**src/rtl/mem_ctrl.sv**
```systemverilog
// rtl/mem_ctrl.sv - byte-wide RAM sequencer shared by instruction fetch and data memory (optional MEM_CTRL_IFBUF_EN fetch buffer)
module mem_ctrl #(
    parameter int ADDR_WIDTH = 32
) (
    input  logic                  clk,
    input  logic                  rst,
    input  logic                  if_req_i,
    input  logic [ADDR_WIDTH-1:0] if_addr_i,
    input  logic                  if_flush_i,
    output logic [31:0]           if_data_o,
    output logic                  if_done_o,
    input  logic                  mem_req_i,
    input  logic                  mem_we_i,
    input  logic [1:0]            mem_len_i,
    input  logic [ADDR_WIDTH-1:0] mem_addr_i,
    input  logic [31:0]           mem_wdata_i,
    output logic [31:0]           mem_rdata_o,
    output logic                  mem_done_o,
    output logic [ADDR_WIDTH-1:0] ram_addr_o,
    output logic [7:0]            ram_dout_o,
    output logic                  ram_wr_o,
    input  logic [7:0]            ram_din_i,
    output logic                  busy_o
);

    typedef enum logic [1:0] {
        IDLE  = 2'd0,
        READ  = 2'd1,
        WRITE = 2'd2,
        DONE  = 2'd3
    } state_t;

    state_t                state;
    state_t                state_next;
    logic [2:0]            cnt;
    logic [ADDR_WIDTH-1:0] base;
    logic [1:0]            len_q;
    logic [31:0]           wdata_q;
    logic                  owner_mem;
    logic [31:0]           asm_q;
    logic [31:0]           asm_next;
    logic [1:0]            cap_sel;
    logic [2:0]            nbytes;
    logic                  grant_mem;
    logic                  grant_if;
    logic                  read_complete;
    logic                  if_hit;
    logic [31:0]           ifbuf_word;

    function automatic logic [2:0] len_bytes(input logic [1:0] len);
        case (len)
            2'b00:   len_bytes = 3'd1;
            2'b01:   len_bytes = 3'd2;
            default: len_bytes = 3'd4;
        endcase
    endfunction

    assign nbytes    = len_bytes(len_q);
    assign grant_mem = (state == IDLE) && mem_req_i;
    assign grant_if  = (state == IDLE) && !mem_req_i && if_req_i && !if_flush_i;
    // A fetch whose last capture cycle coincides with a flush is not complete
    assign read_complete = (state == READ) && (cnt == nbytes) && (owner_mem || !if_flush_i);

    // State register
    always_ff @(posedge clk) begin
        if (!rst) begin
            state <= IDLE;
        end else begin
            state <= state_next;
        end
    end

    // Next-state logic: MEM has priority, flush only kills IF reads
    always_comb begin
        state_next = state;
        case (state)
            IDLE: begin
                if (grant_mem) begin
                    state_next = mem_we_i ? WRITE : READ;
                end else if (grant_if) begin
                    state_next = if_hit ? DONE : READ;
                end
            end
            READ: begin
                if (!owner_mem && if_flush_i) begin
                    state_next = IDLE;
                end else if (cnt == nbytes) begin
                    state_next = DONE;
                end
            end
            WRITE: begin
                if (cnt == nbytes - 3'd1) begin
                    state_next = DONE;
                end
            end
            default: state_next = IDLE;
        endcase
    end

    // Output decode: RAM port driven from the latched request and byte counter
    always_comb begin
        ram_addr_o = '0;
        ram_dout_o = '0;
        ram_wr_o   = 1'b0;
        if_done_o  = 1'b0;
        mem_done_o = 1'b0;
        busy_o     = 1'b0;
        case (state)
            READ: begin
                busy_o     = 1'b1;
                ram_addr_o = base + ADDR_WIDTH'(cnt);
            end
            WRITE: begin
                busy_o     = 1'b1;
                ram_wr_o   = 1'b1;
                ram_addr_o = base + ADDR_WIDTH'(cnt);
                ram_dout_o = wdata_q[{cnt[1:0], 3'b000} +: 8];
            end
            DONE: begin
                busy_o     = 1'b1;
                if_done_o  = !owner_mem;
                mem_done_o = owner_mem;
            end
            default: ;
        endcase
    end

    // Read data arrives one cycle behind its address, so counter value c captures byte c-1
    always_comb begin
        asm_next = asm_q;
        cap_sel  = cnt[1:0] - 2'd1;
        if (state == READ && cnt != 3'd0) begin
            asm_next[{cap_sel, 3'b000} +: 8] = ram_din_i;
        end
    end

    // Request latching, byte counter, word assembly and result registers
    always_ff @(posedge clk) begin
        if (!rst) begin
            cnt         <= 3'd0;
            base        <= '0;
            len_q       <= 2'b00;
            wdata_q     <= 32'd0;
            owner_mem   <= 1'b0;
            asm_q       <= 32'd0;
            if_data_o   <= 32'd0;
            mem_rdata_o <= 32'd0;
        end else begin
            asm_q <= asm_next;
            case (state)
                IDLE: begin
                    cnt <= 3'd0;
                    if (grant_mem) begin
                        base      <= mem_addr_i;
                        len_q     <= mem_len_i;
                        wdata_q   <= mem_wdata_i;
                        owner_mem <= 1'b1;
                        asm_q     <= 32'd0;
                    end else if (grant_if) begin
                        base      <= if_addr_i;
                        len_q     <= 2'b11;
                        owner_mem <= 1'b0;
                        asm_q     <= 32'd0;
                        if (if_hit) begin
                            if_data_o <= ifbuf_word;
                        end
                    end
                end
                READ, WRITE: cnt <= cnt + 3'd1;
                default:     cnt <= 3'd0;
            endcase
            if (read_complete) begin
                if (owner_mem) begin
                    mem_rdata_o <= asm_next;
                end else begin
                    if_data_o <= asm_next;
                end
            end
        end
    end

`ifdef MEM_CTRL_IFBUF_EN
    logic                  ifbuf_valid;
    logic [ADDR_WIDTH-1:0] ifbuf_addr;
    logic [ADDR_WIDTH-1:0] dist_fwd;
    logic [ADDR_WIDTH-1:0] dist_bwd;
    logic                  store_hits_buf;

    // Modular distances catch overlap even when either range wraps past the top of memory
    assign dist_fwd       = mem_addr_i - ifbuf_addr;
    assign dist_bwd       = ifbuf_addr - mem_addr_i;
    assign store_hits_buf = mem_we_i && ((dist_fwd < ADDR_WIDTH'(4)) ||
                                         (dist_bwd < ADDR_WIDTH'(len_bytes(mem_len_i))));
    assign if_hit         = ifbuf_valid && (ifbuf_addr == if_addr_i);

    // Fetch buffer: refilled by every completed fetch, dropped by an overlapping store grant
    always_ff @(posedge clk) begin
        if (!rst) begin
            ifbuf_valid <= 1'b0;
            ifbuf_addr  <= '0;
            ifbuf_word  <= 32'd0;
        end else if (grant_mem && store_hits_buf) begin
            ifbuf_valid <= 1'b0;
        end else if (read_complete && !owner_mem) begin
            ifbuf_valid <= 1'b1;
            ifbuf_addr  <= base;
            ifbuf_word  <= asm_next;
        end
    end
`else
    assign if_hit     = 1'b0;
    assign ifbuf_word = 32'd0;
`endif

endmodule

```
**config.mk**
```make
export PLATFORM = sky130hd
export DESIGN_NAME = mem_ctrl
export DESIGN_NICKNAME = d
export VERILOG_FILES = /design/src/rtl/mem_ctrl.sv
export SDC_FILE = /design/constraint.sdc
export NUM_CORES = 1
export LEC_CHECK = 0
export ABC_CLOCK_PERIOD_IN_PS = 6000
export BUFFER_PORTS_ARGS = -buffer_cell sky130_fd_sc_hd__buf_4
export CAP_MARGIN = 20
export CORE_MARGIN = 4
export CORE_UTILIZATION = 56
export DETAILED_ROUTE_END_ITERATION = 16
export GPL_TIMING_DRIVEN = 0
export PLACE_DENSITY = 0.82
export SYNTH_ARGS = -nofsm -noshare
export SYNTH_HDL_FRONTEND = slang
export SYNTH_SLANG_ARGS = --single-unit
```
**constraint.sdc**
```tcl
create_clock -name clk -period 6 [get_ports clk]
set_clock_uncertainty 0.05 [all_clocks]
set_input_delay 1.2 -clock clk [delete_from_list [all_inputs] [get_ports clk]]
set_output_delay 1.2 -clock clk [all_outputs]
set_load 0.005 [all_outputs]
```
==> impl_metrics.sql <==
INSERT INTO impl_metrics (metric_group, metric, value, unit) VALUES
('route', 'post_drt_via_cell_ratio', '5.761', ''),
('timing', 'worst_case_headroom_to_the_max_slew_limit', '49.67', '%'),
('clocking', 'cts_hold_buf', '0', ''),
('clocking', 'numCtsBuffers', '17', ''),
('logic_synthesis', 'post_synth_fa_ha_maj_area_fraction', '2.724', '%'),
('global_routing', 'grt_util_met1', '37.25', '%'),
('clocking', 'cts_sinks', '168', ''),
('clocking', 'cts_max_path_buffers', '2', ''),
('route', 'finalWirelength', '23490', 'um'),
('timing', 'setup_total_negative_slack', '0', 'ns'),
('clocking', 'cts_tree', 'built', ''),
('critical_path', 'worstSetupEndpointType', 'output pin', ''),
('floorplanning', 'die_w', '124.7', 'um'),
('pwr', 'p_comb_share', '31.9', '%'),
('status', 'status', 'finished, final reports clean', ''),
('min_path', 'worst_hold_path.num_cells', '2', ''),
('pwr', 'worst_ir_drop_vdd', '0.2024', 'mV'),
('floorplanning', 'die_area', '15550', 'um^2'),
('global_routing', 'met2_usage', '47.55', '%'),
('logic_synthesis', 'synth_nets', '1032', ''),
('route', 'dr.pass1.iters', '5', ''),
('route', 'drc', '0', ''),
('timing', 'hold_violations', '0', ''),
('logic_synthesis', 'syn_inst', '904', ''),
('route', 'post_drt_wl_per_cell', '17.65', 'um'),
('clocking', 'post_cts_resize_count', '0', ''),
('logic_synthesis', 'dominantRegCellSynth', 'sky130_fd_sc_hd__dfxtp_1', ''),
('logic_synthesis', 'seq_area_frac_synth', '44.11', '%'),
('clocking', 'clock_latency', '0.43', 'ns'),
('logic_synthesis', 'synth_top_family_by_area', 'simple AND/OR/NAND/NOR gates', ''),
('finish', 'nFillCells', '1041', ''),
('global_routing', 'grt_first_pass_wirelength', '37090', 'um'),
('place', 'post_detail_place_hpwl', '17080', 'um'),
('critical_path', 'critPathRequiredTime', '4.75', 'ns'),
('place', 'quantity_of_i_o_buffers_inserted_on_ports', '219', ''),
('route', 'initialDrtViolationCount', '637', ''),
('floorplanning', 'die_height', '124.7', 'um'),
('logic_synthesis', 'synth-edff-count', '0', ''),
('floorplanning', 'coreArea', '13300', 'um^2'),
('logic_synthesis', 'post_synth.cell_area_avg', '8.435', 'um^2'),
('clocking', 'clockRootBuffer', 'sky130_fd_sc_hd__clkbuf_16', ''),
('route', 'vias', '7668', ''),
('logic_synthesis', 'synthArstFlopShare', '0', '%'),
('logic_synthesis', 'synth_warnings', '0', ''),
('finish', 'final_layout_size_suffix_gt1_share', '25.89', '%'),
('flow_run', 'drv_cap', '0', ''),
('pwr', 'power.switching', '1.261', 'mW'),
('pwr', 'post-layout-total-power', '3.672', 'mW'),
('pwr', 'p_sw_share', '34.35', '%'),
('global_routing', 'grt_pass1_vias', '7265', ''),
('timing', 'slew_violations', '0', ''),
('global_routing', 'maximum_number_of_pins_on_one_net_before_global_route_repair', '17', ''),
('logic_synthesis', 'netlist_area', '7625', 'um^2'),
('pwr', 'power.share.clock', '29.9', '%'),
('global_routing', 'gr-usage-all-layers', '29.24', '%'),
('clocking', 'worst_setup_hold_path_clk_slew', '0.06', 'ns'),
('timing', 'finalWorstPathRequiredPeriod', '4.091', 'ns'),
('timing', 'tightestPinTransition', '0.7487', 'ns'),
('timing', 'fin_crit_sh', '68.18', '%'),
('logic_synthesis', 'synth_compound_gate_area_share', '18.02', '%'),
('finish', 'synthToLayoutAreaGrowth', '32.21', '%'),
('clocking', 'post-cts-setup-buffer-count', '0', ''),
('pwr', 'intPower', '2.411', 'mW'),
('logic_synthesis', 'postSynthRegisterBits', '168', ''),
('floorplanning', 'std_cell_rows', '42', ''),
('logic_synthesis', 'muxShareOfSynthArea', '2.494', '%'),
('floorplanning', 'start_util', '57.35', '%'),
('route', 'antenna_violating_nets_post_route', '0', ''),
('pwr', 'power_density', '364.3', 'nW/um^2'),
('global_routing', 'grt_antenna_before_repair', '0', ''),
('logic_synthesis', 'synth_xor_area_share', '3.397', '%');
-- layout make-up --
type	instances	area, um^2	area share [%]
repair buffers	219	1644	16.31
plain buffers	67	289.0	2.867
multi-input cells	660	3939	39.07
inverters	9	33.78	0.3351
clock inverters	9	113.9	1.129
well taps	176	220.2	2.184
flip-flops and latches	168	3363	33.36
clock buffers	23	478.0	4.741
-- power by group through the flow --
stage	Sequential (mW)	Combinational (mW)	Clock, mW
after detailed placement	1.42	1.16	0
after global routing	1.42	1.30	1.15
final	1.40	1.17	1.10
after global placement	1.42	1.14	0
after CTS	1.40	1.17	1.10
after floorplan	1.39	0.740	0
-- final timing paths --
kind / from / to / slack, ns
worst min-delay path: wdata_q[22]$_SDFFE_PN0P_ / wdata_q[22]$_SDFFE_PN0P_ / 0.41
worst max-delay path: cnt[0]$_SDFF_PN0_ / ram_addr_o[22] / 1.91
worst min register to register: wdata_q[22]$_SDFFE_PN0P_ / wdata_q[22]$_SDFFE_PN0P_ / 0.41
worst max register to register: cnt[1]$_SDFF_PN0_ / mem_rdata_o[17]$_SDFFE_PN0P_ / 3.14
-- worst max-delay path, stage by stage, from the launching register on --
cell	delay, ns
sky130_fd_sc_hd__dfxtp_1	0.47
sky130_fd_sc_hd__ha_1	0.26
sky130_fd_sc_hd__fa_1	0.23
sky130_fd_sc_hd__a21o_1	0.21
sky130_fd_sc_hd__and3_1	0.17
sky130_fd_sc_hd__buf_2	0.22
sky130_fd_sc_hd__nand3_1	0.15
sky130_fd_sc_hd__or3_1	0.32
sky130_fd_sc_hd__a21boi_0	0.23
sky130_fd_sc_hd__buf_4	0.15
-- per-layer routing --
metal  part of all wire (%)  wire [um]
met5                      0          0
met4                    3.3        766
met3                    7.6       1793
met2                     47      11060
met1                     42       9869
-- metrics by stage --
stage          setup WS, ns  utilization, %  cells  cell area (um^2)  hold WS (ns)
6_report              1.909           75.82   1331             10080        0.4057
2_1_floorplan         2.874               -    904              7625        0.3831
3_3_place_gp          2.462           71.37   1299              9489        0.3903
4_1_cts               1.950           75.82   1331             10080        0.4041
3_5_place_dp          2.448           71.37   1299              9489        0.3956
5_1_grt               1.762           75.82   1331             10080        0.4181
-- state kept, by name, summed over array words and instances (netlist names), 2 cells and up --
| signal | cells |
|---|---|
| len_q | 2 |
| wdata_q | 32 |
| if_data_o | 32 |
| base | 32 |
| cnt | 3 |
| mem_rdata_o | 32 |
| asm_q | 32 |
| state | 2 |
-- synth_stat cells, types with 3 or more instances --
master	number	share of area, %
sky130_fd_sc_hd__clkbuf_1	44	2.2
sky130_fd_sc_hd__and4_1	3	0.34
sky130_fd_sc_hd__dfxtp_1	168	44
sky130_fd_sc_hd__ha_1	15	2.5
sky130_fd_sc_hd__a31oi_1	8	0.66
sky130_fd_sc_hd__inv_1	9	0.44
sky130_fd_sc_hd__o21ai_0	5	0.33
sky130_fd_sc_hd__nand2b_1	4	0.33
sky130_fd_sc_hd__a211oi_2	10	1.6
sky130_fd_sc_hd__and2_1	36	3.0
sky130_fd_sc_hd__nand3_1	10	0.66
sky130_fd_sc_hd__xor2_1	5	0.57
sky130_fd_sc_hd__nand4_1	12	0.98
sky130_fd_sc_hd__nor2b_1	11	0.90
sky130_fd_sc_hd__nor2_1	151	7.4
sky130_fd_sc_hd__nor3_1	3	0.20
sky130_fd_sc_hd__nand2_1	161	7.9
sky130_fd_sc_hd__mux4_2	8	2.4
sky130_fd_sc_hd__xnor2_1	22	2.5
sky130_fd_sc_hd__and3_1	10	0.82
sky130_fd_sc_hd__buf_2	15	0.98
sky130_fd_sc_hd__a211oi_1	56	5.5
sky130_fd_sc_hd__a22oi_1	9	0.89
sky130_fd_sc_hd__or3_1	4	0.33
sky130_fd_sc_hd__buf_1	5	0.25
sky130_fd_sc_hd__a21oi_1	50	3.3
sky130_fd_sc_hd__a311oi_1	32	3.7
-- cell families (layout without fill, tap and decap cells) --
| logic type | after synthesis | in the layout |
|---|---|---|
| xor+xnor | 28 | 28 |
| mux | 9 | 9 |
| buf+inv | 76 | 327 |
| flops | 168 | 168 |
| fa+ha+maj | 16 | 16 |
| compound gates | 188 | 188 |
| simple gates | 419 | 419 |
-- layout by cell type (no fill, tap or decap), drive strengths merged, types with 3 or more instances in the layout --
master    Yosys  final
or3           4      4
xor2          5      5
o21ai         7      7
nor2b        11     11
dfxtp       168    168
and4          4      4
nand4        13     13
nor4          4      4
a21boi        3      3
nor3          3      3
nor3b         4      4
a22oi         9      9
nand2b        4      4
a311oi       32     32
ha           15     15
a211oi       67     67
clkinvlp      0      3
a31oi         8      8
nand3        12     12
inv           9     11
and2         36     36
xnor2        22     22
nor2        151    151
mux4          8      8
a21oi        51     51
and3         10     10
nand2       161    161
clkbuf       44     67
buf          23    242
No activity file was read; power rests on OpenSTA's default activity.
